--- config.mk ---
export PLATFORM = sky130hd
export DESIGN_NAME = otter_alu_issue_flat
export DESIGN_NICKNAME = d
export VERILOG_FILES = /design/src/rtl/otter_alu_issue_pkg.sv /design/src/rtl/otter_alu_issue_if.sv /design/src/rtl/otter_alu_issue_fwd_resolve.sv /design/src/rtl/otter_alu_issue.sv /design/src/flat_wrapper.sv
export SDC_FILE = /design/constraint.sdc
export NUM_CORES = 1
export LEC_CHECK = 0
export ABC_AREA = 1
export BUFFER_PORTS_ARGS = -buffer_cell sky130_fd_sc_hd__buf_2
export CAP_MARGIN = 40
export CORE_MARGIN = 4
export CORE_UTILIZATION = 35
export DETAILED_ROUTE_END_ITERATION = 10
export SYNTH_ARGS = -nofsm -noshare
export SYNTH_HDL_FRONTEND = slang
export SYNTH_SLANG_ARGS = --single-unit
--- constraint.sdc ---
create_clock -name CLK -period 1.9 [get_ports CLK]
set_input_delay 0 -clock CLK [delete_from_list [all_inputs] [get_ports CLK]]
set_output_delay 0 -clock CLK [all_outputs]
set_load 0.005 [all_outputs]
--- src/rtl/otter_alu_issue_pkg.sv ---
// Shared OTTER types: ALU op encoding, operand source selects and datapath widths.
// Imported by the issue stage, its forwarding resolver and the stage interface users.
package otter_pkg;

   localparam int XLEN = 32;
   localparam int RA_W = 5;

   localparam logic [15:0] STALL_MAX = 16'hFFFF;

   // ALU op is {func7[5], func3}; LUI reuses an unused slot to mean "copy a"
   typedef enum logic [3:0] {
      ALU_ADD  = 4'd0,
      ALU_SLL  = 4'd1,
      ALU_SLT  = 4'd2,
      ALU_SLTU = 4'd3,
      ALU_XOR  = 4'd4,
      ALU_SRL  = 4'd5,
      ALU_OR   = 4'd6,
      ALU_AND  = 4'd7,
      ALU_SUB  = 4'd8,
      ALU_LUI  = 4'd9,
      ALU_MUL  = 4'd10,
      ALU_SRA  = 4'd13
   } alu_op_t;

   typedef enum logic [1:0] {
      SRC_RS   = 2'd0,
      SRC_IMM  = 2'd1,
      SRC_PC   = 2'd2,
      SRC_ZERO = 2'd3
   } src_sel_t;

   function automatic logic [XLEN-1:0] pick_operand(
      input src_sel_t        sel,
      input logic [XLEN-1:0] rs,
      input logic [XLEN-1:0] imm,
      input logic [XLEN-1:0] pc
   );
      logic [XLEN-1:0] result;
      case (sel)
         SRC_RS:  result = rs;
         SRC_IMM: result = imm;
         SRC_PC:  result = pc;
         default: result = '0;
      endcase
      return result;
   endfunction

endpackage

--- src/rtl/otter_alu_issue_if.sv ---
// Decode-to-execute bus around the ID/EX stage: decoded fields in, registered ALU inputs out.
// master = the surrounding pipeline (decode + execute), slave = the issue stage.
interface otter_alu_issue_if #(
   parameter int XLEN = otter_pkg::XLEN,
   parameter int RA_W = otter_pkg::RA_W
);

   logic            id_valid;
   logic            id_ready;
   logic [3:0]      id_alu_op;
   logic [1:0]      id_a_sel;
   logic [1:0]      id_b_sel;
   logic [RA_W-1:0] id_rs1_addr;
   logic [RA_W-1:0] id_rs2_addr;
   logic [XLEN-1:0] id_rs1_data;
   logic [XLEN-1:0] id_rs2_data;
   logic [XLEN-1:0] id_imm;
   logic [XLEN-1:0] id_pc;
   logic [RA_W-1:0] id_rd_addr;
   logic            id_rd_we;
   logic            id_is_load;

   logic            ex_ready;
   logic [XLEN-1:0] ex_result;
   logic            ex_valid;
   logic [3:0]      ex_alu_op;
   logic [XLEN-1:0] ex_alu_a;
   logic [XLEN-1:0] ex_alu_b;
   logic [RA_W-1:0] ex_rd_addr;
   logic            ex_rd_we;
   logic            ex_is_load;

   modport master (
      output id_valid, id_alu_op, id_a_sel, id_b_sel,
             id_rs1_addr, id_rs2_addr, id_rs1_data, id_rs2_data,
             id_imm, id_pc, id_rd_addr, id_rd_we, id_is_load,
             ex_ready, ex_result,
      input  id_ready, ex_valid, ex_alu_op, ex_alu_a, ex_alu_b,
             ex_rd_addr, ex_rd_we, ex_is_load
   );

   modport slave (
      input  id_valid, id_alu_op, id_a_sel, id_b_sel,
             id_rs1_addr, id_rs2_addr, id_rs1_data, id_rs2_data,
             id_imm, id_pc, id_rd_addr, id_rd_we, id_is_load,
             ex_ready, ex_result,
      output id_ready, ex_valid, ex_alu_op, ex_alu_a, ex_alu_b,
             ex_rd_addr, ex_rd_we, ex_is_load
   );

endinterface

--- src/rtl/otter_alu_issue_fwd_resolve.sv ---
// Resolves one source register through the EX/MEM/WB bypass network.
// Reports a hazard when the youngest matching producer cannot supply its value yet.
module otter_fwd_resolve #(
   parameter int XLEN = otter_pkg::XLEN,
   parameter int RA_W = otter_pkg::RA_W
) (
   input  logic            use_src,
   input  logic [RA_W-1:0] addr,
   input  logic [XLEN-1:0] rf_data,
   input  logic            ex_valid,
   input  logic            ex_rd_we,
   input  logic [RA_W-1:0] ex_rd_addr,
   input  logic            ex_is_load,
   input  logic [XLEN-1:0] ex_result,
   input  logic            mem_rd_we,
   input  logic [RA_W-1:0] mem_rd_addr,
   input  logic            mem_data_ok,
   input  logic [XLEN-1:0] mem_result,
   input  logic            wb_rd_we,
   input  logic [RA_W-1:0] wb_rd_addr,
   input  logic [XLEN-1:0] wb_data,
   output logic [XLEN-1:0] data,
   output logic            hazard
);

   logic ex_hit;
   logic mem_hit;
   logic wb_hit;

   assign ex_hit  = ex_valid && ex_rd_we && (ex_rd_addr == addr);
   assign mem_hit = mem_rd_we && (mem_rd_addr == addr);
   assign wb_hit  = wb_rd_we && (wb_rd_addr == addr);

   // Youngest producer wins even when it is not ready, so an older stale copy is never used
   always_comb begin
      data   = rf_data;
      hazard = 1'b0;
      if (addr == '0) begin
         data = '0;
      end else if (ex_hit) begin
         data   = ex_result;
         hazard = ex_is_load;
      end else if (mem_hit) begin
         data   = mem_result;
         hazard = !mem_data_ok;
      end else if (wb_hit) begin
         data = wb_data;
      end
      if (!use_src) begin
         hazard = 1'b0;
      end
   end

endmodule

--- src/rtl/otter_alu_issue.sv ---
// ID/EX stage feeding the OTTER ALU: forwards operands, interlocks load-use hazards,
// and registers op/a/b behind a valid/ready handshake with flush support.
module otter_alu_issue #(
   parameter int XLEN = otter_pkg::XLEN,
   parameter int RA_W = otter_pkg::RA_W
) (
   input  logic                   CLK,
   input  logic                   RST_N,
   otter_alu_issue_if.slave       bus,
   input  logic [RA_W-1:0]        mem_rd_addr,
   input  logic                   mem_rd_we,
   input  logic                   mem_data_ok,
   input  logic [XLEN-1:0]        mem_result,
   input  logic [RA_W-1:0]        wb_rd_addr,
   input  logic                   wb_rd_we,
   input  logic [XLEN-1:0]        wb_data,
   input  logic                   flush,
   output logic [15:0]            stall_cnt
);

   import otter_pkg::*;

   logic            ex_valid_q;
   logic [3:0]      ex_alu_op_q;
   logic [XLEN-1:0] ex_alu_a_q;
   logic [XLEN-1:0] ex_alu_b_q;
   logic [RA_W-1:0] ex_rd_addr_q;
   logic            ex_rd_we_q;
   logic            ex_is_load_q;

   src_sel_t        a_sel;
   src_sel_t        b_sel;
   logic            use1;
   logic            use2;
   logic [XLEN-1:0] rs1_val;
   logic [XLEN-1:0] rs2_val;
   logic            haz1;
   logic            haz2;
   logic            hazard;
   logic            advance;
   logic            accept;
   logic [XLEN-1:0] op_a;
   logic [XLEN-1:0] op_b;

   assign a_sel = src_sel_t'(bus.id_a_sel);
   assign b_sel = src_sel_t'(bus.id_b_sel);
   assign use1  = (a_sel == SRC_RS);
   assign use2  = (b_sel == SRC_RS);

   otter_fwd_resolve #(.XLEN(XLEN), .RA_W(RA_W)) u_fwd_rs1 (
      .use_src     (use1),
      .addr        (bus.id_rs1_addr),
      .rf_data     (bus.id_rs1_data),
      .ex_valid    (ex_valid_q),
      .ex_rd_we    (ex_rd_we_q),
      .ex_rd_addr  (ex_rd_addr_q),
      .ex_is_load  (ex_is_load_q),
      .ex_result   (bus.ex_result),
      .mem_rd_we   (mem_rd_we),
      .mem_rd_addr (mem_rd_addr),
      .mem_data_ok (mem_data_ok),
      .mem_result  (mem_result),
      .wb_rd_we    (wb_rd_we),
      .wb_rd_addr  (wb_rd_addr),
      .wb_data     (wb_data),
      .data        (rs1_val),
      .hazard      (haz1)
   );

   otter_fwd_resolve #(.XLEN(XLEN), .RA_W(RA_W)) u_fwd_rs2 (
      .use_src     (use2),
      .addr        (bus.id_rs2_addr),
      .rf_data     (bus.id_rs2_data),
      .ex_valid    (ex_valid_q),
      .ex_rd_we    (ex_rd_we_q),
      .ex_rd_addr  (ex_rd_addr_q),
      .ex_is_load  (ex_is_load_q),
      .ex_result   (bus.ex_result),
      .mem_rd_we   (mem_rd_we),
      .mem_rd_addr (mem_rd_addr),
      .mem_data_ok (mem_data_ok),
      .mem_result  (mem_result),
      .wb_rd_we    (wb_rd_we),
      .wb_rd_addr  (wb_rd_addr),
      .wb_data     (wb_data),
      .data        (rs2_val),
      .hazard      (haz2)
   );

   assign hazard  = haz1 || haz2;
   assign advance = !ex_valid_q || bus.ex_ready;
   assign accept  = advance && bus.id_valid && !hazard;
   assign op_a    = pick_operand(a_sel, rs1_val, bus.id_imm, bus.id_pc);
   assign op_b    = pick_operand(b_sel, rs2_val, bus.id_imm, bus.id_pc);

   // id_ready deliberately ignores id_valid so decode can rely on it without a loop
   assign bus.id_ready = advance && !hazard && !flush;

   // Pipeline register: flush beats capture, capture beats bubble, otherwise hold under backpressure
   always_ff @(posedge CLK or negedge RST_N) begin
      if (!RST_N) begin
         ex_valid_q   <= 1'b0;
         ex_alu_op_q  <= '0;
         ex_alu_a_q   <= '0;
         ex_alu_b_q   <= '0;
         ex_rd_addr_q <= '0;
         ex_rd_we_q   <= 1'b0;
         ex_is_load_q <= 1'b0;
      end else if (flush) begin
         ex_valid_q <= 1'b0;
      end else if (accept) begin
         ex_valid_q   <= 1'b1;
         ex_alu_op_q  <= bus.id_alu_op;
         ex_alu_a_q   <= op_a;
         ex_alu_b_q   <= op_b;
         ex_rd_addr_q <= bus.id_rd_addr;
         ex_rd_we_q   <= bus.id_rd_we;
         ex_is_load_q <= bus.id_is_load;
      end else if (advance) begin
         ex_valid_q <= 1'b0;
      end
   end

   // Counts interlock cycles seen by a real instruction; a flushed slot is not a stall
   always_ff @(posedge CLK or negedge RST_N) begin
      if (!RST_N) begin
         stall_cnt <= '0;
      end else if (bus.id_valid && hazard && !flush && (stall_cnt != STALL_MAX)) begin
         stall_cnt <= stall_cnt + 16'd1;
      end
   end

   assign bus.ex_valid   = ex_valid_q;
   assign bus.ex_alu_op  = ex_alu_op_q;
   assign bus.ex_alu_a   = ex_alu_a_q;
   assign bus.ex_alu_b   = ex_alu_b_q;
   assign bus.ex_rd_addr = ex_rd_addr_q;
   assign bus.ex_rd_we   = ex_rd_we_q;
   assign bus.ex_is_load = ex_is_load_q;

endmodule

--- src/flat_wrapper.sv ---
// flat-port wrapper written by rule: the top's interface ports become plain ports
module otter_alu_issue_flat import otter_pkg::*;
#(
   parameter int XLEN = otter_pkg::XLEN,
   parameter int RA_W = otter_pkg::RA_W
)
  (CLK, RST_N, mem_rd_addr, mem_rd_we, mem_data_ok, mem_result, wb_rd_addr, wb_rd_we, wb_data, flush, stall_cnt, bus_id_valid, bus_id_alu_op, bus_id_a_sel, bus_id_b_sel, bus_id_rs1_addr, bus_id_rs2_addr, bus_id_rs1_data, bus_id_rs2_data, bus_id_imm, bus_id_pc, bus_id_rd_addr, bus_id_rd_we, bus_id_is_load, bus_ex_ready, bus_ex_result, bus_id_ready, bus_ex_valid, bus_ex_alu_op, bus_ex_alu_a, bus_ex_alu_b, bus_ex_rd_addr, bus_ex_rd_we, bus_ex_is_load);
  otter_alu_issue_if #(.XLEN(XLEN), .RA_W(RA_W)) bus_i ();
  input  logic CLK;
  input  logic RST_N;
  input  logic [RA_W-1:0] mem_rd_addr;
  input  logic mem_rd_we;
  input  logic mem_data_ok;
  input  logic [XLEN-1:0] mem_result;
  input  logic [RA_W-1:0] wb_rd_addr;
  input  logic wb_rd_we;
  input  logic [XLEN-1:0] wb_data;
  input  logic flush;
  output logic [15:0] stall_cnt;
  input wire logic [$bits(bus_i.id_valid)-1:0] bus_id_valid;
  input wire logic [$bits(bus_i.id_alu_op)-1:0] bus_id_alu_op;
  input wire logic [$bits(bus_i.id_a_sel)-1:0] bus_id_a_sel;
  input wire logic [$bits(bus_i.id_b_sel)-1:0] bus_id_b_sel;
  input wire logic [$bits(bus_i.id_rs1_addr)-1:0] bus_id_rs1_addr;
  input wire logic [$bits(bus_i.id_rs2_addr)-1:0] bus_id_rs2_addr;
  input wire logic [$bits(bus_i.id_rs1_data)-1:0] bus_id_rs1_data;
  input wire logic [$bits(bus_i.id_rs2_data)-1:0] bus_id_rs2_data;
  input wire logic [$bits(bus_i.id_imm)-1:0] bus_id_imm;
  input wire logic [$bits(bus_i.id_pc)-1:0] bus_id_pc;
  input wire logic [$bits(bus_i.id_rd_addr)-1:0] bus_id_rd_addr;
  input wire logic [$bits(bus_i.id_rd_we)-1:0] bus_id_rd_we;
  input wire logic [$bits(bus_i.id_is_load)-1:0] bus_id_is_load;
  input wire logic [$bits(bus_i.ex_ready)-1:0] bus_ex_ready;
  input wire logic [$bits(bus_i.ex_result)-1:0] bus_ex_result;
  output wire logic [$bits(bus_i.id_ready)-1:0] bus_id_ready;
  output wire logic [$bits(bus_i.ex_valid)-1:0] bus_ex_valid;
  output wire logic [$bits(bus_i.ex_alu_op)-1:0] bus_ex_alu_op;
  output wire logic [$bits(bus_i.ex_alu_a)-1:0] bus_ex_alu_a;
  output wire logic [$bits(bus_i.ex_alu_b)-1:0] bus_ex_alu_b;
  output wire logic [$bits(bus_i.ex_rd_addr)-1:0] bus_ex_rd_addr;
  output wire logic [$bits(bus_i.ex_rd_we)-1:0] bus_ex_rd_we;
  output wire logic [$bits(bus_i.ex_is_load)-1:0] bus_ex_is_load;
  assign bus_i.id_valid = bus_id_valid;
  assign bus_i.id_alu_op = bus_id_alu_op;
  assign bus_i.id_a_sel = bus_id_a_sel;
  assign bus_i.id_b_sel = bus_id_b_sel;
  assign bus_i.id_rs1_addr = bus_id_rs1_addr;
  assign bus_i.id_rs2_addr = bus_id_rs2_addr;
  assign bus_i.id_rs1_data = bus_id_rs1_data;
  assign bus_i.id_rs2_data = bus_id_rs2_data;
  assign bus_i.id_imm = bus_id_imm;
  assign bus_i.id_pc = bus_id_pc;
  assign bus_i.id_rd_addr = bus_id_rd_addr;
  assign bus_i.id_rd_we = bus_id_rd_we;
  assign bus_i.id_is_load = bus_id_is_load;
  assign bus_i.ex_ready = bus_ex_ready;
  assign bus_i.ex_result = bus_ex_result;
  assign bus_id_ready = bus_i.id_ready;
  assign bus_ex_valid = bus_i.ex_valid;
  assign bus_ex_alu_op = bus_i.ex_alu_op;
  assign bus_ex_alu_a = bus_i.ex_alu_a;
  assign bus_ex_alu_b = bus_i.ex_alu_b;
  assign bus_ex_rd_addr = bus_i.ex_rd_addr;
  assign bus_ex_rd_we = bus_i.ex_rd_we;
  assign bus_ex_is_load = bus_i.ex_is_load;
  otter_alu_issue #(.XLEN(XLEN), .RA_W(RA_W)) u_core (.CLK(CLK), .RST_N(RST_N), .bus(bus_i), .mem_rd_addr(mem_rd_addr), .mem_rd_we(mem_rd_we), .mem_data_ok(mem_data_ok), .mem_result(mem_result), .wb_rd_addr(wb_rd_addr), .wb_rd_we(wb_rd_we), .wb_data(wb_data), .flush(flush), .stall_cnt(stall_cnt));
endmodule
==> metrics.md, run 1 <==
| Metric | Value |
|---|---|
| Status | finished with violations |
| Failing checks | negative setup slack |
| Predominant post-synthesis flop cell | dfrtp_1 |
| Synth async-reset ratio | 100% |
| Buf+Inv Stages, Crit Path | 3 |
| Slowest stage delay, CP | 0.39 ns |
| DR iter-0 viols | approximately 1.1k |
| Hold crit path type | in2reg |
| Post-Syn Area | around 0.0087 sq mm |
| Routed len/inst | 16.8 microns |
| Non-Filler Cell Area, Final | roughly 0.012 sq mm |
| Synth top area cells | dfrtp_1 (26%), nand2_1 (22%), inv_1 (15%) |
| Slew Limit Headroom | between 60% and 70% |
| Synth-to-layout area growth | 36.8% |
| Final setup TNS | -0.742 ns |
| Final wirelength | between 30000 and 40000 microns |
| Critical path, cell by cell | nand2_1 > inv_1 > nand2_1 > nor2_1 > nand3_2 > nor2_1 > nor2_1 > nand2_1 > nand2_4 > nor2_4 > buf_6 > clkbuf_16 > nand3_1 > nand2_1 |
| Initial Util | a little over a third |
| Yosys warns | 0 |
| DP Worst Slack | -0.0294 ns |
| Part of the Yosys area used for sequential elements | around a quarter |
| Max Transition Viols Final | 0 |
| Max clock buf depth | 2 |
| Core ar. | approximately 0.024 sq mm |
| CTS tree | yes |
| Worst Setup EP | u_core.bus.ex_alu_a[10]$_DFFE_PN0P_ |
| Clock Skew | between 0.005 and 0.006 ns |
| CTS Buf Count | 9 |
| Cell at the root of the clock tree | clkbuf_16 |
| Vias in the first global route | a little over 10k |
| Placed cells | roughly 2.2k |
| Period utilization | 102% |
| Synth top area share | a little over a quarter |
| Die area | 0.0274 sq mm |
| Syn_area_per_cell | approximately 5.4 sq um |
| Ports | 360 |
| First-pass GRT wire length | 57400 microns |
| Via Count | between 10k and 15k |
| Layout cells sized above 1 | ~25% |
| Post-synth EDFFs | 0 |
| Placed Instance Area | 0.0110 sq mm |
| Final ANT Viol Nets | 0 |
| P_leak | ~7.6 nW |
| Worst-skew pair later-pin latency | about 0.35 ns |
| Finished Layout Cells | around 2.3k |
| Synth top cells by count | nand2_1 (514), inv_1 (339), nand3_1 (226) |
| Hold Slack | 0.107 ns |
| Setup slack, reg-to-reg | -0.03 ns |
| CTS H-tree depth | 3 |
| Final Hold Fails | 0 |
| DRC | 0 |
| Max Freq | slightly above 500 MHz |
| Initial antenna violation count | 7 |
| Die Height | about 170 microns |
| Yosys top cell by area | dfrtp_1 |
| Vias per cell | a little under 5 |
| Setup crit end kind | register |
| Final setup violation count | 49 |
| Worst path depth | 14 |
| Syn_nets | 1868 |
| R2R Path End | u_core.bus.ex_alu_a[10]$_DFFE_PN0P_ |
| Fin util | between 40% and 50% |
| R2R cell count | 14 |
| Worst setup SP type | register |
| DRT Pass-1 Iters | 6 |
| RSZ-0062 raised after global routing | yes |
| Grt ovf | 0 |
| Clock transition at path regs | 0.07 ns |
| Most frequent cell after synthesis | nand2_1 |
| CP max-delay cell | dfrtp_1 |
| Worst-Margin Slew | between 0.4 and 0.5 ns |
| Core Rows | 57 |
| Routability congestion estimate | approximately 0.95 |
| WS Path Type | reg2reg |
| GRT Util Overall | 25.7% |
| CTS Sinks | 92 |
| Fin crit period | 1.93 ns |
| CP Data Arrival Time | ~2.2 ns |
| Die width | 166 microns |
| Setup ws final | -0.0331 ns |
| Crit path top cell by count | nand2_1 |
| Family with the most delay on the worst path | simple AND/OR/NAND/NOR gates |
| Mapped Cells | about 1.6k |
| IO Port Bufs | 359 |
| CP Launch Point | u_core.bus.ex_valid$_DFFE_PN0P_ |
| Largest net degree at the start of global routing | 66 |
| Total power | 6.45 mW |
| Worst EP required | between 2 and 2.5 ns |
| PwrDens | about 540 mW/mm^2 |
| R2R Path Start | u_core.bus.ex_valid$_DFFE_PN0P_ |
| Nets | 2232 |
| Dpl hpwl | between 20000 and 30000 microns |
| Synth cell types | 26 |
| Flip-flop and latch count after synthesis | 92 |
| Max rail drop VDD | approximately 0.46 mV |
| CP Max Fanout | 8 |
| Max_cap viols | 0 |
[area by class of cell]
cell class	instances	area (sq um)
sequential	92	2300
antenna	4	10.0
multi-input combinational	1073	4830
tap	324	405
clock buffer	9	225
clock inverter	7	61.3
fill	2667	12500
timing repair buffer	440	2760
inverter	348	1310
[cell families (layout without fill, tap and decap cells)]
| family | count (synthesis) | after routing | synth area share [%] |
|---|---|---|---|
| AOI/OAI and AO/OA | 144 | 144 | 9.40 |
| xor gates and xnor gates | 4 | 4 | 0.403 |
| adders and majority gates | 1 | 1 | 0.144 |
| buffers and inverters | 435 | 804 | 19.7 |
| DFF | 92 | 92 | 26.5 |
| other | 0 | 4 | 0 |
| and+or+nand+nor | 924 | 924 | 43.9 |
[state kept, by name, indices dropped and copies added, names as in the netlist]
name,flops
u_core.bus.ex_alu_a,32
u_core.bus.ex_is_load,1
u_core.bus.ex_alu_op,4
u_core.bus.ex_alu_b,32
u_core.bus.ex_rd_addr,5
u_core.bus.ex_rd_we,1
u_core.stall_cnt,16
u_core.bus.ex_valid,1
[layout by cell type (no fill, tap or decap), types with 2 or more instances in the layout]
| cell type | netlist | routed |
|---|---|---|
| nand2_1 | 514 | 511 |
| nand3_2 | 0 | 9 |
| nor3_2 | 2 | 3 |
| o22ai_1 | 66 | 66 |
| inv_6 | 0 | 4 |
| nand2_4 | 0 | 3 |
| buf_2 | 10 | 358 |
| o21ai_1 | 1 | 5 |
| clkinvlp_4 | 0 | 3 |
| buf_4 | 6 | 39 |
| nand2_2 | 2 | 2 |
| nand3_1 | 226 | 217 |
| dlygate4sd3_1 | 0 | 15 |
| clkbuf_16 | 0 | 15 |
| dfrtp_1 | 92 | 92 |
| nor2_1 | 159 | 146 |
| xor2_1 | 3 | 3 |
| nor3_4 | 0 | 2 |
| nor2_2 | 0 | 11 |
| buf_6 | 6 | 6 |
| nor3_1 | 9 | 6 |
| o21ai_0 | 9 | 3 |
| nor2_4 | 1 | 3 |
| buf_8 | 0 | 3 |
| o21ai_2 | 0 | 2 |
| buf_12 | 0 | 13 |
| inv_2 | 9 | 13 |
| nand4_1 | 10 | 10 |
| inv_1 | 339 | 334 |
| a21oi_1 | 66 | 66 |
| diode_2 | 0 | 4 |
[repair_timing]
item / 4_1_cts / 5_1_grt
buffers inserted: 2 / 10
hold buffers: 15 / 0
pin swaps: 1 / 16
setup endpoints to repair: 48 / 93
hold endpoints to repair: 89 / 0
resized for setup: 5 / 49
gates cloned: 0 / 9
[how the worst min path moves through the flow]
stage | slack (ns) | cells past startpoint | end | start
6_report | 0.11 | 7 | u_core.bus.ex_alu_b[0]$_DFFE_PN0P_ | bus_id_imm[0]
5_1_grt | 0.14 | 7 | u_core.bus.ex_alu_b[25]$_DFFE_PN0P_ | bus_id_imm[25]
4_1_cts | 0.09 | 7 | u_core.bus.ex_alu_a[23]$_DFFE_PN0P_ | bus_id_imm[23]
3_5_place_dp | -0.05 | 1 | u_core.bus.ex_alu_a[6]$_DFFE_PN0P_ | RST_N
3_3_place_gp | -0.05 | 1 | u_core.bus.ex_alu_a[6]$_DFFE_PN0P_ | RST_N
2_1_floorplan | -0.30 | 0 | u_core.bus.ex_alu_a[0]$_DFFE_PN0P_ | RST_N
[where the power goes]
group | leakage [nW] | internal (mW) | switching, mW
clock | 0.135 | 0.917 | 0.872
sequential | 1.18 | 2.22 | 0.184
combinational | 6.31 | 0.936 | 1.32
[tightest hold or removal path, cell delays in order]
cell and delay [ns]:
buf_2 0.09, inv_1 0.06, o22ai_1 0.07, inv_1 0.05
nand2_1 0.05, nand3_1 0.05, nand2_1 0.04
[per-layer routing]
metal | GRT usage [%] | vias to the layer above | share of wire (%)
li1 | - | 5598 | -
met3 | 5.55 | 47 | 8.8
met5 | 0 | - | 0.12
met2 | 40.3 | 534 | 45
met4 | 6.49 | 6 | 1.9
met1 | 36.0 | 4939 | 44
Note: power is estimated with default switching activity, not from simulation.
==> run 2, diff against run 1 <==
--- a/config.mk
+++ b/config.mk
@@ -8,7 +8,7 @@
 export ABC_AREA = 1
 export BUFFER_PORTS_ARGS = -buffer_cell sky130_fd_sc_hd__buf_2
 export CAP_MARGIN = 40
-export CORE_MARGIN = 4
+export CORE_MARGIN = 10
 export CORE_UTILIZATION = 35
 export DETAILED_ROUTE_END_ITERATION = 10
 export SYNTH_ARGS = -nofsm -noshare
==> run 2 against run 1 <==
Compared with the run above:
- total power rose by 1.7%
- combinational power grew 2%
- critical path type unchanged
- global-route usage down 1.9 points
- via count increased by 0.61%
- critical path depth is 1 higher
- the run still ends with negative setup slack left
- clock power is 3% higher
- non-clock buffer count down 7
- register-to-register slack hardly changed
- worst hold slack worse by 0.0075 ns
- count of clock-buffer cells in the layout stayed put
- core utilization up 0.12 points
==> metrics.md, run 2 (synthesis gave the netlist of run 1 again) <==
| Metric | Value |
|---|---|
| Status | finished with violations |
| Failing checks | negative setup slack |
| Layout cells sized above 1 | between 20% and 30% |
| Final Hold Fails | 0 |
| Dpl hpwl | 30500 microns |
| Max rail drop VDD | about 0.38 mV |
| Core ar. | 0.0244 sq mm |
| Commonest non-fill, non-tap cell in the layout | nand2_1 |
| Die area | roughly 0.032 sq mm |
| CTS Sinks | 92 |
| DRC | 0 |
| Largest net degree at the start of global routing | a little over 90 |
| CP max-delay cell | dfrtp_1 |
| Synth-to-layout area growth | 37.2% |
| Routability congestion estimate | 0.940 |
| Critical path, cell by cell | inv_1 > nand2_1 > nand2_1 > nor2_1 > nand3_1 > buf_4 > nand2_1 > nand2_1 > nand2_2 > nor2_4 > buf_12 > buf_6 > clkbuf_16 > nand3_1 > nand2_1 |
| Ports | 360 |
| Worst-Margin Slew | ~0.55 ns |
| Worst setup SP type | register |
| Final setup violation count | 39 |
| Buf+Inv Stages, Crit Path | 5 |
| Placed cells | around 2.2k |
| CTS H-tree depth | 3 |
| GRT Util Overall | about a quarter |
| Clock transition at path regs | roughly 0.08 ns |
| Initial antenna violation count | 7 |
| Worst-skew pair later-pin latency | between 0.3 and 0.4 ns |
| PwrDens | ~550 mW/mm^2 |
| Max clock buf depth | 2 |
| Via Count | 11.2k |
| Vias in the first global route | between 10k and 15k |
| WS Path Type | reg2reg |
| P_leak | about 7.6 nW |
| Slew Limit Headroom | 63.1% |
| Setup ws final | -0.0382 ns |
| Nets | ~2.2k |
| CP Max Fanout | 9 |
| Non-Filler Cell Area, Final | ~0.012 sq mm |
| Hold crit path type | in2reg |
| Final setup TNS | -0.692 ns |
| Core Rows | 57 |
| Initial Util | 35.7% |
| Worst EP required | 2.15 ns |
| Max_cap viols | 0 |
| CTS tree | yes |
| Period utilization | 102% |
| Routed len/inst | ~18 microns |
| Final wirelength | a little over 40000 microns |
| First-pass GRT wire length | around 60000 microns |
| Most frequent cells in the layout | nand2_1 (494), buf_2 (358), inv_1 (336) |
| Max Freq | approximately 520 MHz |
| Cell at the root of the clock tree | clkbuf_16 |
| DP Worst Slack | -0.0117 ns |
| Max Transition Viols Final | 0 |
| DR iter-0 viols | ~1.1k |
| Slowest stage delay, CP | between 0.4 and 0.5 ns |
| Final ANT Viol Nets | 0 |
| RSZ-0062 raised after global routing | yes |
| Finished Layout Cells | between 2k and 2.5k |
| Family with the most delay on the worst path | simple AND/OR/NAND/NOR gates |
| Die Height | 178 microns |
| Die width | approximately 180 microns |
| Clock Skew | 0.0118 ns |
| Setup crit end kind | register |
| Vias per cell | 4.88 |
| Fin crit period | 1.94 ns |
| CP Data Arrival Time | roughly 2.2 ns |
| Grt ovf | 0 |
| DRT Pass-1 Iters | 5 |
| CTS Buf Count | 9 |
| IO Port Bufs | 359 |
| Placed Instance Area | roughly 0.011 sq mm |
| Crit path top cell by count | nand2_1 |
run 2: cell types whose count changed in the layout (fill, tap and decap cells not counted), sizes merged:
cell,before,now
diode,4,5
clkinvlp,3,0
clkinv,0,4
nand2,516,517
inv,352,351
buf,419,411
clkbuf,15,16
run 2: worst min-delay path, delay by kind of cell:
family                 cells  cell delay [ns]
buffers and inverters      3             0.21
AND/OR/NAND/NOR            3             0.13
AO/OA/AOI/OAI              1             0.07
run 2: report_power, final:
group / leakage [nW] / internal [mW] / switching, mW
Combinational: 6.31 / 0.971 / 1.33
Sequential: 1.18 / 2.22 / 0.204
Clock: 0.147 / 0.927 / 0.910
Total: 7.64 / 4.12 / 2.44
run 2: worst paths after layout:
path	slack, ns	depth (start not counted)	to	start
hold / removal	0.1	7	u_core.bus.ex_alu_b[31]$_DFFE_PN0P_	bus_id_imm[31]
hold reg to reg	0.48	2	u_core.bus.ex_alu_b[11]$_DFFE_PN0P_	u_core.bus.ex_alu_b[11]$_DFFE_PN0P_
min in group asynchronous	0.21	3	u_core.bus.ex_alu_a[10]$_DFFE_PN0P_	RST_N
setup reg to reg	-0.04	15	u_core.bus.ex_alu_a[7]$_DFFE_PN0P_	u_core.bus.ex_rd_addr[1]$_DFFE_PN0P_
max in group asynchronous	1.24	3	u_core.bus.ex_alu_a[30]$_DFFE_PN0P_	RST_N
setup / recovery	-0.04	15	u_core.bus.ex_alu_a[7]$_DFFE_PN0P_	u_core.bus.ex_rd_addr[1]$_DFFE_PN0P_
run 2: timing repair:
| action | in CTS | in global routing |
|---|---|---|
| hold buffers | 15 | 0 |
| pin swaps | 0 | 8 |
| resized for setup | 1 | 42 |
| gates cloned | 0 | 12 |
| buffers inserted | 0 | 10 |
| endpoints found under the hold margin | 105 | 0 |
| endpoints found under the setup margin | 5 | 93 |
run 2: per-stage QoR:
stage	util, %	hold slack [ns]	power (mW)
2_1_floorplan	-	-0.296	3.44
3_3_place_gp	45.2	0.0999	4.55
3_5_place_dp	45.2	0.0943	4.57
4_1_cts	47.0	0.0968	6.44
5_1_grt	48.9	0.113	6.98
6_report	48.9	0.0999	6.56
run 2: cell type report:
type / instances / area (sq um)
Fill cell: 2639 / 12500
Tap cell: 324 / 405
Inverter: 348 / 1310
Sequential cell: 92 / 2300
Timing Repair Buffer: 433 / 2780
Multi-Input combinational cell: 1074 / 4830
Clock inverter: 7 / 70.1
Antenna cell: 5 / 12.5
Clock buffer: 9 / 225
run 2: layer usage:
metal	up-vias	GRT usage [%]	share of wire, %
li1	5589	-	-
met1	4987	31.5	42
met2	540	36.4	44
met3	72	6.42	11
met4	4	8.09	2.7
met5	-	0	0.042
==> run 3, diff against run 2 <==
--- a/config.mk
+++ b/config.mk
@@ -10,7 +10,9 @@
 export CAP_MARGIN = 40
 export CORE_MARGIN = 10
 export CORE_UTILIZATION = 35
+export CTS_CLUSTER_SIZE = 12
 export DETAILED_ROUTE_END_ITERATION = 10
+export SLEW_MARGIN = 20
 export SYNTH_ARGS = -nofsm -noshare
 export SYNTH_HDL_FRONTEND = slang
 export SYNTH_SLANG_ARGS = --single-unit
==> constraint.sdc (replaced) <==
create_clock -name CLK -period 1.9 [get_ports CLK]
set_input_delay 0.475 -clock CLK [delete_from_list [all_inputs] [get_ports CLK]]
set_output_delay 0.475 -clock CLK [all_outputs]
set_load 0.005 [all_outputs]
==> run 3 against run 2 <==
Compared with the run above:
- the run still ends with negative setup slack left
- critical endpoint is now bus_id_ready
- combinational power increased by 21%
- clock power decreased by 3%
- die area unchanged
- via count increased by 5.4%
- fmax decreased by 12%
- critical path type is now reg2out
- largest power group is now combinational logic
- count of clock-buffer cells in the layout increased by 2
- largest cell class unchanged
- setup slack got worse by 0.27 ns
==> metrics.md, run 3 (synthesis gave the netlist of run 1 again) <==
| Metric | Value |
|---|---|
| Nets | roughly 2.3k |
| Final wirelength | about 45000 microns |
| Die Height | 178 microns |
| Commonest non-fill, non-tap cell in the layout | nand2_1 |
| Via Count | 11.8k |
| Hold buffer count at CTS | 0 |
| Max rail drop VDD | between 0.4 and 0.5 mV |
| DP Worst Slack | -0.336 ns |
| Worst setup SP type | register |
| Final ANT Viol Nets | 0 |
| Max Transition Viols Final | 0 |
| Ports | 360 |
| RSZ-0062 raised after global routing | yes |
| Status | finished with violations |
| Period utilization | 116% |
| IO Port Bufs | 359 |
| Dpl hpwl | ~32000 microns |
| Worst EP required | about 1.4 ns |
| R2R cell count | 16 |
| Vias per cell | 5.02 |
| First-pass GRT wire length | between 60000 and 70000 microns |
| CP Max Fanout | 5 |
| GRT Util Overall | 27.2% |
| P_leak | around 8.3 nW |
| Max Freq | 452 MHz |
| Grt ovf | 0 |
| CTS tree | yes |
| Die area | approximately 0.032 sq mm |
| Worst-Margin Slew | 0.508 ns |
| Cell at the root of the clock tree | clkbuf_16 |
| CTS Sinks | 92 |
| Routability congestion estimate | 0.940 |
| Failing checks | negative setup slack |
| DRC | 0 |
| Die width | ~180 microns |
| Slew Limit Headroom | 66.1% |
| Clock transition at path regs | 0.07 ns |
| Total power | 7.06 mW |
| Layout cells sized above 1 | 34.7% |
| Final setup violation count | a little under 80 |
| Initial antenna violation count | 8 |
| Final Hold Fails | 0 |
| Hold crit path type | in2async |
| R2R Path End | u_core.bus.ex_alu_b[22]$_DFFE_PN0P_ |
| Setup crit end kind | primary output |
| Core Rows | between 50 and 60 |
| R2R Path Start | u_core.bus.ex_rd_addr[3]$_DFFE_PN0P_ |
| Clock Skew | roughly 0.010 ns |
| Initial Util | between 30% and 40% |
| Finished Layout Cells | between 2k and 2.5k |
| Setup ws final | -0.311 ns |
| Fin crit period | between 2 and 2.5 ns |
| Most frequent cells in the layout | nand2_1 (422), buf_2 (358), inv_1 (336) |
| Max_cap viols | 0 |
| Final setup TNS | -13.01 ns |
| Core ar. | ~0.024 sq mm |
| Largest net degree at the start of global routing | 75 |
| Synth-to-layout area growth | 56.6% |
| Routed len/inst | approximately 19 microns |
| CP Data Arrival Time | between 1.5 and 2 ns |
| Max clock buf depth | 2 |
| Placed cells | between 2k and 2.5k |
| DR iter-0 viols | 1477 |
| WS Path Type | reg2out |
| DRT Pass-1 Iters | 5 |
| Worst-skew pair later-pin latency | around 0.36 ns |
| CTS H-tree depth | 3 |
| Vias in the first global route | around 11k |
| CTS Buf Count | 9 |
| Setup slack, reg-to-reg | -0.21 ns |
| PwrDens | ~520 mW/mm^2 |
run 3: cell types whose count changed in the layout (fill, tap and decap cells not counted), sizes merged, moves of 2 or more:
cell,before,now
dlygate4sd3,15,0
clkinv,4,2
clkinvlp,0,2
inv,351,349
buf,411,492
clkbuf,16,13
run 3: per-layer routing:
layer	global-route usage (%)	part of all wire [%]	vias to the layer above
li1	-	-	5737
met3	8.58	10	83
met4	9.52	3.2	10
met2	40.9	43	612
met5	0	0.16	-
met1	35.9	43	5358
run 3: worst max-delay path by stage:
stage                                         startpoint                                  end  slack (ns)  cells after the start
global placement                      bus_id_rs1_addr[4]  u_core.bus.ex_alu_b[10]$_DFFE_PN0P_       -0.34                     12
CTS                 u_core.bus.ex_rd_addr[1]$_DFFE_PN0P_                         bus_id_ready       -0.34                     11
detailed placement                    bus_id_rs1_addr[4]  u_core.bus.ex_alu_b[10]$_DFFE_PN0P_       -0.34                     12
global route        u_core.bus.ex_rd_addr[0]$_DFFE_PN0P_                         bus_id_ready       -0.42                     11
floorplan                u_core.stall_cnt[0]$_DFFE_PN0P_      u_core.stall_cnt[0]$_DFFE_PN0P_        0.01                     10
finish              u_core.bus.ex_rd_addr[3]$_DFFE_PN0P_                         bus_id_ready       -0.31                     10
run 3: power by group:
| group | internal, mW | switching, mW | total [mW] | leakage (nW) |
|---|---|---|---|---|
| clock network | 0.942 | 0.851 | 1.79 | 0.137 |
| registers | 2.23 | 0.264 | 2.49 | 1.18 |
| logic | 1.23 | 1.55 | 2.78 | 6.95 |
| total | 4.40 | 2.66 | 7.06 | 8.26 |
run 3: final cells by class:
type | instances | area, sq um
clock inverter | 5 | 42.5
timing repair buffer | 494 | 3800
sequential | 92 | 2310
inverter | 348 | 1330
antenna | 4 | 10.0
fill | 2486 | 10800
tap | 324 | 405
multi-input combinational | 1074 | 5490
clock buffer | 11 | 243
run 3: critical path: stages, from the launching register on:
cell	delay [ns]
dfrtp_2	0.46
nand2_1	0.09
nand2_1	0.06
nor2_2	0.12
nand3_2	0.10
nor2_1	0.09
nor2_1	0.05
nand2_1	0.09
nand2_2	0.08
nor3_2	0.11
buf_2	0.15
run 3: through the flow:
| stage | area, sq um | hold slack (ns) | utilization, % |
|---|---|---|---|
| 3_3_place_gp | 11300 | 0.452 | 46.3 |
| 2_1_floorplan | 8700 | 0.179 | - |
| 5_1_grt | 13600 | 0.113 | 55.8 |
| 3_5_place_dp | 11300 | 0.458 | 46.3 |
| 6_report | 13600 | 0.0984 | 55.8 |
| 4_1_cts | 12900 | 0.111 | 52.9 |
run 3: what timing repair did:
action | CTS | global route
pin swaps | 20 | 96
gates cloned | 32 | 2
gates resized for setup | 59 | 226
setup buffers | 28 | 16
setup endpoints to repair | 86 | 93
